$ cat config.mk
export PLATFORM = sky130hd
export DESIGN_NAME = exec_ctrl
export DESIGN_NICKNAME = d
export VERILOG_FILES = /design/src/rtl/exec_ctrl.sv
export SDC_FILE = /design/constraint.sdc
export NUM_CORES = 1
export LEC_CHECK = 0
export ABC_AREA = 1
export BUFFER_PORTS_ARGS = -buffer_cell sky130_fd_sc_hd__clkbuf_2
export CAP_MARGIN = 5
export CORE_UTILIZATION = 40
export CTS_BUF_LIST = sky130_fd_sc_hd__clkbuf_8
export CTS_CLUSTER_DIAMETER = 150
export DETAILED_ROUTE_END_ITERATION = 16
export HOLD_SLACK_MARGIN = 0.15
export PLACE_DENSITY_LB_ADDON = 0.12
export SLEW_MARGIN = 20
export SYNTH_ARGS = -nofsm -noshare
export SYNTH_HDL_FRONTEND = slang
export SYNTH_SLANG_ARGS = --single-unit
$ cat constraint.sdc
create_clock -name clk -period 1.4 [get_ports clk]
set_input_delay 0.28 -clock clk [delete_from_list [all_inputs] [get_ports clk]]
set_output_delay 0.28 -clock clk [all_outputs]
set_load 0.05 [all_outputs]
$ cat src/rtl/exec_ctrl.sv
// exec_ctrl -- run/step/halt sequencer for the single-cycle MIPS core.
//
// Decides on which cycles the core executes (PC and register-file write
// enable) and on which cycles each statistics counter increments, and issues
// a one-cycle counter clear when a program is started from IDLE.
//
// Optional feature macro: EXEC_WATCHDOG_EN
//   defined   -> 32-bit enabled-cycle watchdog forces HALT after WDOG_LIMIT
//                enabled cycles and sets the sticky wdog_trip flag.
//   undefined -> no watchdog hardware, wdog_trip tied low.
//
// Ports:
//   clk, rst         clock (rising edge), asynchronous active-low reset
//   go, step         one-cycle start/resume and single-step commands
//   halt_req         syscall-exit decode   (only meaningful while cpu_en)
//   pause_req        syscall-pause decode  (only meaningful while cpu_en)
//   is_branch        current instruction is a conditional branch
//   branch_taken     that branch's condition is true
//   is_jump          current instruction is j / jal / jr
//   cpu_en           PC and register-file write enable
//   cycle_en         cycle counter enable
//   cbr_en           taken-conditional-branch counter enable
//   jmp_en           unconditional-jump counter enable
//   cnt_clr          synchronous clear to all statistics counters
//   state[2:0]       current state code for the LED display
//   halted           high in HALT
//   wdog_trip        watchdog fired, sticky until reset

module exec_ctrl #(
    parameter int unsigned STEP_CYCLES = 1,
    parameter logic [31:0] WDOG_LIMIT  = 32'd100_000_000
) (
    input  logic       clk,
    input  logic       rst,
    input  logic       go,
    input  logic       step,
    input  logic       halt_req,
    input  logic       pause_req,
    input  logic       is_branch,
    input  logic       branch_taken,
    input  logic       is_jump,
    output logic       cpu_en,
    output logic       cycle_en,
    output logic       cbr_en,
    output logic       jmp_en,
    output logic       cnt_clr,
    output logic [2:0] state,
    output logic       halted,
    output logic       wdog_trip
);

    typedef enum logic [2:0] {
        S_IDLE  = 3'd0,
        S_CLEAR = 3'd1,
        S_RUN   = 3'd2,
        S_STEP  = 3'd3,
        S_PAUSE = 3'd4,
        S_HALT  = 3'd5
    } state_t;

    localparam logic [7:0] STEP_LOAD = 8'(STEP_CYCLES);

    state_t     state_q, state_d;
    logic [7:0] step_left_q, step_left_d;
    // 0: CLEAR exits to RUN, 1: CLEAR exits to STEP
    logic       after_clr_q, after_clr_d;
    logic       wdog_hit;

    // ------------------------------------------------------------------
    // Output decode (registered state only, plus the qualified
    // instruction-class inputs for the counter enables)
    // ------------------------------------------------------------------
    assign cpu_en   = (state_q == S_RUN) || (state_q == S_STEP);
    assign cycle_en = cpu_en;
    assign cbr_en   = cpu_en & is_branch & branch_taken;
    assign jmp_en   = cpu_en & is_jump;
    assign cnt_clr  = (state_q == S_CLEAR);
    assign halted   = (state_q == S_HALT);
    assign state    = state_q;

    // ------------------------------------------------------------------
    // Watchdog
    // ------------------------------------------------------------------
`ifdef EXEC_WATCHDOG_EN
    logic [31:0] wdog_q, wdog_d;
    logic        wdog_trip_q, wdog_trip_d;

    always_comb begin
        wdog_d = wdog_q;
        if (state_q == S_CLEAR) begin
            wdog_d = 32'd0;
        end else if (cpu_en) begin
            wdog_d = wdog_q + 32'd1;
        end
    end

    // The comparison is against LIMIT-1 so that the cycle hitting it is
    // the LIMIT-th enabled cycle and still executes.
    assign wdog_hit    = cpu_en && (wdog_q == (WDOG_LIMIT - 32'd1));
    assign wdog_trip_d = wdog_trip_q | wdog_hit;
    assign wdog_trip   = wdog_trip_q;

    always_ff @(posedge clk or negedge rst) begin
        if (!rst) begin
            wdog_q      <= 32'd0;
            wdog_trip_q <= 1'b0;
        end else begin
            wdog_q      <= wdog_d;
            wdog_trip_q <= wdog_trip_d;
        end
    end
`else
    logic unused_wdog_limit;
    assign unused_wdog_limit = ^WDOG_LIMIT;
    assign wdog_hit          = 1'b0;
    assign wdog_trip         = 1'b0;
`endif

    // ------------------------------------------------------------------
    // Next-state logic
    // ------------------------------------------------------------------
    always_comb begin
        state_d     = state_q;
        step_left_d = step_left_q;
        after_clr_d = after_clr_q;
        case (state_q)
            S_IDLE: begin
                if (go) begin
                    state_d     = S_CLEAR;
                    after_clr_d = 1'b0;
                end else if (step) begin
                    state_d     = S_CLEAR;
                    after_clr_d = 1'b1;
                end
            end
            S_CLEAR: begin
                if (after_clr_q) begin
                    state_d     = S_STEP;
                    step_left_d = STEP_LOAD;
                end else begin
                    state_d = S_RUN;
                end
            end
            S_RUN: begin
                if (halt_req || wdog_hit) begin
                    state_d = S_HALT;
                end else if (pause_req) begin
                    state_d = S_PAUSE;
                end
            end
            S_STEP: begin
                if (halt_req || wdog_hit) begin
                    state_d = S_HALT;
                end else if (pause_req) begin
                    state_d = S_PAUSE;
                end else if (step_left_q == 8'd1) begin
                    state_d = S_PAUSE;
                end else begin
                    step_left_d = step_left_q - 8'd1;
                end
            end
            S_PAUSE: begin
                if (go) begin
                    state_d = S_RUN;
                end else if (step) begin
                    state_d     = S_STEP;
                    step_left_d = STEP_LOAD;
                end
            end
            S_HALT: begin
                state_d = S_HALT;
            end
            default: begin
                // codes 6/7 recover to IDLE
                state_d = S_IDLE;
            end
        endcase
    end

    always_ff @(posedge clk or negedge rst) begin
        if (!rst) begin
            state_q     <= S_IDLE;
            step_left_q <= 8'd0;
            after_clr_q <= 1'b0;
        end else begin
            state_q     <= state_d;
            step_left_q <= step_left_d;
            after_clr_q <= after_clr_d;
        end
    end

endmodule

### Word-level counts from Yosys, hierarchy flattened

Cells that the tools add are included.
Widths: inputs -> output; s select.

| word-level totals | value |
|---|---|
| register bits | 12 |
| input bits | 9 |
| word-level logic and storage cells | 50 |

| cells by class | value |
|---|---|
| add/subtract/negate cells | 1 |
| equal/unequal tests | 16 |
| mux-type cells | 20 |
| bitwise operators | 3 |
| reductions and logical operators | 7 |

Operator list:

| operator | number |
|---|---|
| $mux 8 | 6 |
| $mux 3 | 9 |
| $pmux 8 s3 | 1 |
| $pmux 3 s6 | 1 |
| $ne 2x2->1 const B | 5 |
| $ne 3x3->1 const B | 3 |
| $eq 8x1->1 const B | 1 |
| $sub 8x1->8 const B | 1 |
| $reduce_and 7->1 | 1 |
| $eq 3x2->1 const B | 2 |
| $eq 3x3->1 const B | 2 |
| $ne 4x3->1 const B | 1 |
| $reduce_and 4->1 | 1 |
| $and 1x1->1 | 3 |
| $eq 3x1->1 const B | 1 |
| $logic_not 3->1 | 1 |
| $mux 1 | 3 |
| $reduce_bool 3->1 | 1 |
| $ne 2x1->1 const B | 1 |
| $reduce_and 2->1 | 1 |
| $reduce_bool 2->1 | 1 |
| $logic_or 1x1->1 | 1 |

### Logic depth before layout (Yosys ltp)

| logic depth | value |
|---|---|
| depth in word-level cells | 5 |
| depth in mapped cells | 10 |

### Worst setup path after synthesis

No wires, ideal clock.

| timing | value |
|---|---|
| path type | register -> register |
| start point | register state_q[0], in the netlist state[0] |
| end point | register step_left_q[2] |
| library setup time | 0.117 ns |
| data arrival time | 1.801 ns |
| required time | 1.283 ns |
| slack | -0.518 ns |
| stages on the path, launching flop included | 8 |
| clock period less this slack | 1.918 ns |
| cells stage by stage | dfrtp_1 nand2_1 nor2_2 nand2_1 nand2_1 nor2_2 nand3_1 nand2_1 |

| on the way | value |
|---|---|
| longest elaborated chain between the ends | 3 |
| elaborated cells on any way between the ends | 12 |

Ends and longest elaborated chain:

| element | line | text |
|---|---|---|
| start, declared | 63 | `state_t state_q, state_d;` |
| start signal, assigned | 186 | `state_q <= state_d;` |
| $eq 3x1->1 * | - |  |
| net cnt_clr | 46 | `output logic cnt_clr,` |
| $ne 2x1->1 (no source line) / $reduce_bool 3->1 (equally long branches) | - |  |
| $reduce_and 7->1 (no source line) | - |  |
| end signal, assigned | 187 | `step_left_q <= step_left_d;` |
| end, declared | 64 | `logic [7:0] step_left_q, step_left_d;` |

Mark *: on every way through the listed nets, which the timed path passes. The rest lies on a longest branch.
A chain may end at the register's enable or synchronous reset.

### Worst setup path after layout

| timing | value |
|---|---|
| start point | register state_q[1], in the netlist state[1] |
| end point | output cycle_en |

| on the way | value |
|---|---|
| longest elaborated chain between the ends | 2 |
| elaborated cells on any way between the ends | 3 |

Ends and longest elaborated chain:

| element | line | text |
|---|---|---|
| $eq 3x2->1 | 73 | `assign cpu_en = (state_q == S_RUN) \|\| (state_q == S_STEP);` |
| $logic_or 1x1->1 * | 73 |  |
| end, declared | 43 | `output logic cycle_en,` |

Mark *: on every way between the ends. The rest lies on a longest branch, timed or not.

==> impl_metrics.yaml <==
status:
  status: "finished, violations left"
  violations: "negative setup slack"
clock_network:
  clock_sinks: 12
  cts_tree: "yes"
  clockBufferDepth: 2
  cts-root-buf: "clkbuf_8"
  h-tree-depth: 1
  clkTransAtPathRegs_ps: 60
  cts_buffers: 3
  worstSkewPairLatency_ps: 250
setup_path:
  path_class: "reg2out"
  path_max_fanout: 5
  cp.required_ps: 1120
  crit_path_end_kind: "output pin"
  cp.arrival_ps: 1170
  worst_setup_path_start_kind: "register"
routing:
  ant_nets: 0
  firstDrtPassIters: 4
  routed_wl_um: 2370
  avgViaCountPerCell: 4.85
  via_count: 932
  drtIter0Drc: 32
  wl_per_cell_um: 12.3
  drc_errors: 0
power_and_ir_drop:
  max-vdd-ir-drop_mv: 1.31
  power_density_mw_per_mm2: 2120
  power_mw: 2.81
  p_leak_nw: 0.695
sta:
  finalHoldViolations: 0
  fmax_mhz: 690
  timing.final.ws_setup_ps: -49.5
  fin_skew_ps: 6.13
  post-route-period-util: 1.04
  finalCriticalPeriod_ps: 1450
  setup_viol: 6
  slew_viol_final: 0
  rsz0062_at_grt: "yes"
cells_and_area:
  postLayoutCoreUtil: 0.656
  multi_input_area_um2: 626
  seqCellArea_um2: 307
  final_layout_size_suffix_gt1_frac: 0.424
  antenna_cells: 0
  fillCellCount: 167
  nets: 177
  area_growth_pct: 49.5
logic_synthesis:
  syn_area_per_cell_um2: 6.57
  synth_cells: 135
  syn_area_um2: 887
  synthesis.nets: 146
  yosysWarningCount: 0
  yosysSeqAreaShare: 0.339
  synth_seq_cells: 12
  synth.distinct_cells: 21
die:
  die_x_um: 49.1
  start_util: 0.439
  core_area_mm2: 0.00202
  dieHeight_um: 49.1
  die-area_mm2: 0.00241
  io_pins: 19
  num_rows: 16
placement:
  dpl.hpwl_um: 1670
  gp_congestion: 0.878
  port_buffers: 17
job:
  maxCapViolCount: 0
global_route:
  grt_pass1_vias: 904
  grt_pass1_wl_um: 3840
  grt_antenna_before_repair: 0
  overflow: 0
  grtUsageTotal: 0.210
  grt_max_degree: 13
hold_path:
  hold_class: "in2reg"
power breakdown:
part           total, mW  switching (mW)  internal (mW)
Combinational       1.88            1.20          0.676
Sequential         0.597           0.152          0.445
Clock              0.334           0.141          0.194
kinds of logic (layout without fill, tap and decap cells):
family,Yosys count,count (layout),synth area share
flops,12,12,0.339
other cells,1,1,0.00423
buf+inv,25,55,0.114
xor+xnor,4,4,0.0395
compound gates,5,5,0.0310
simple gates,86,86,0.444
fa+ha+maj,2,2,0.0282
synth_stat cells:
cell | n | area [um2]
o21ai_0 | 2 | 10.0
nand4_1 | 3 | 18.8
nand3_2 | 3 | 30.0
conb_1 | 1 | 3.75
xnor2_1 | 1 | 8.76
inv_1 | 18 | 67.6
buf_4 | 2 | 15.0
nor3_1 | 1 | 5.00
nor2_1 | 14 | 52.6
nand2_2 | 1 | 6.26
ha_1 | 2 | 25.0
nand2_1 | 44 | 165
inv_2 | 5 | 18.8
o21ai_1 | 2 | 10.0
xor2_1 | 3 | 26.3
nand3_1 | 15 | 75.1
nor3_4 | 1 | 16.3
o31ai_1 | 1 | 7.51
nor2_2 | 3 | 18.8
dfrtp_1 | 12 | 300
or2_0 | 1 | 6.26
critical path: stages (launching register included):
cell and delay, ps:
dfrtp_4 520, nand2_4 150, inv_6 40, clkbuf_4 200
metal layers:
layer | part of all wire | global-route usage | up-vias
met4 | 0.0089 | 0.0784 | 0
li1 | - | - | 477
met2 | 0.50 | 0.338 | 25
met5 | 0 | 0 | -
met3 | 0.036 | 0.0498 | 3
met1 | 0.45 | 0.272 | 427
final timing paths:
| kind | startpoint | end | slack [ps] | depth (start not counted) |
|---|---|---|---|---|
| max in group asynchronous | rst | state[1] | 690 | 2 |
| min in group asynchronous | rst | state[1] | 450 | 2 |
| worst min register to register | step_left_q[5] | step_left_q[5] | 500 | 2 |
| worst max register to register | state[0] | step_left_q[5] | 10 | 7 |
| worst min-delay path | go | after_clr_q | 260 | 2 |
| worst max-delay path | state[1] | cycle_en | -50 | 3 |
placed cells by master (no fill, tap or decap), types with 2 or more instances in the layout:
master,n
buf_4,10
buf_8,4
clkbuf_2,10
clkbuf_4,2
clkbuf_8,3
dfrtp_1,9
dfrtp_2,2
inv_1,17
inv_2,5
nand2_1,30
nand2_2,11
nand2_4,4
nand3_1,13
nand3_2,3
nand3_4,2
nand4_1,3
nor2_1,9
nor2_4,7
o21ai_0,2
o21ai_1,2
xor2_1,3
sequential cells by signal (all words and copies together), names as in the netlist:
register and count:
step_left_q 8, after_clr_q 1, state 3
layout make-up:
type,instances,share of cell area
Clock inverter,1,0.00283
Tap cell,27,0.0255
Multi-Input combinational cell,98,0.472
Inverter,23,0.0708
Timing Repair Buffer,28,0.167
Clock buffer,3,0.0311
Sequential cell,12,0.231
what timing repair did:
item | 4_1_cts | 5_1_grt
setup endpoints to repair | 14 | 16
resized for setup | 16 | 32
hold endpoints to repair | 12 | 0
setup buffers | 0 | 4
pin swaps | 0 | 7
hold buffers | 1 | 0
per-stage QoR:
| step | setup TNS (ps) | worst slack, ps | hold slack [ps] | std cells | area, um2 |
|---|---|---|---|---|---|
| 3_3_place_gp | -39.6 | -20.2 | 194 | 183 | 1070 |
| 4_1_cts | -279 | -45.8 | 262 | 188 | 1200 |
| 2_1_floorplan | -677 | -109 | -15.6 | 135 | 930 |
| 3_5_place_dp | -143 | -31.6 | 192 | 183 | 1070 |
| 6_report | -209 | -49.5 | 259 | 192 | 1330 |
| 5_1_grt | -749 | -95.5 | 284 | 192 | 1330 |
(Power assumes the default switching activity.)
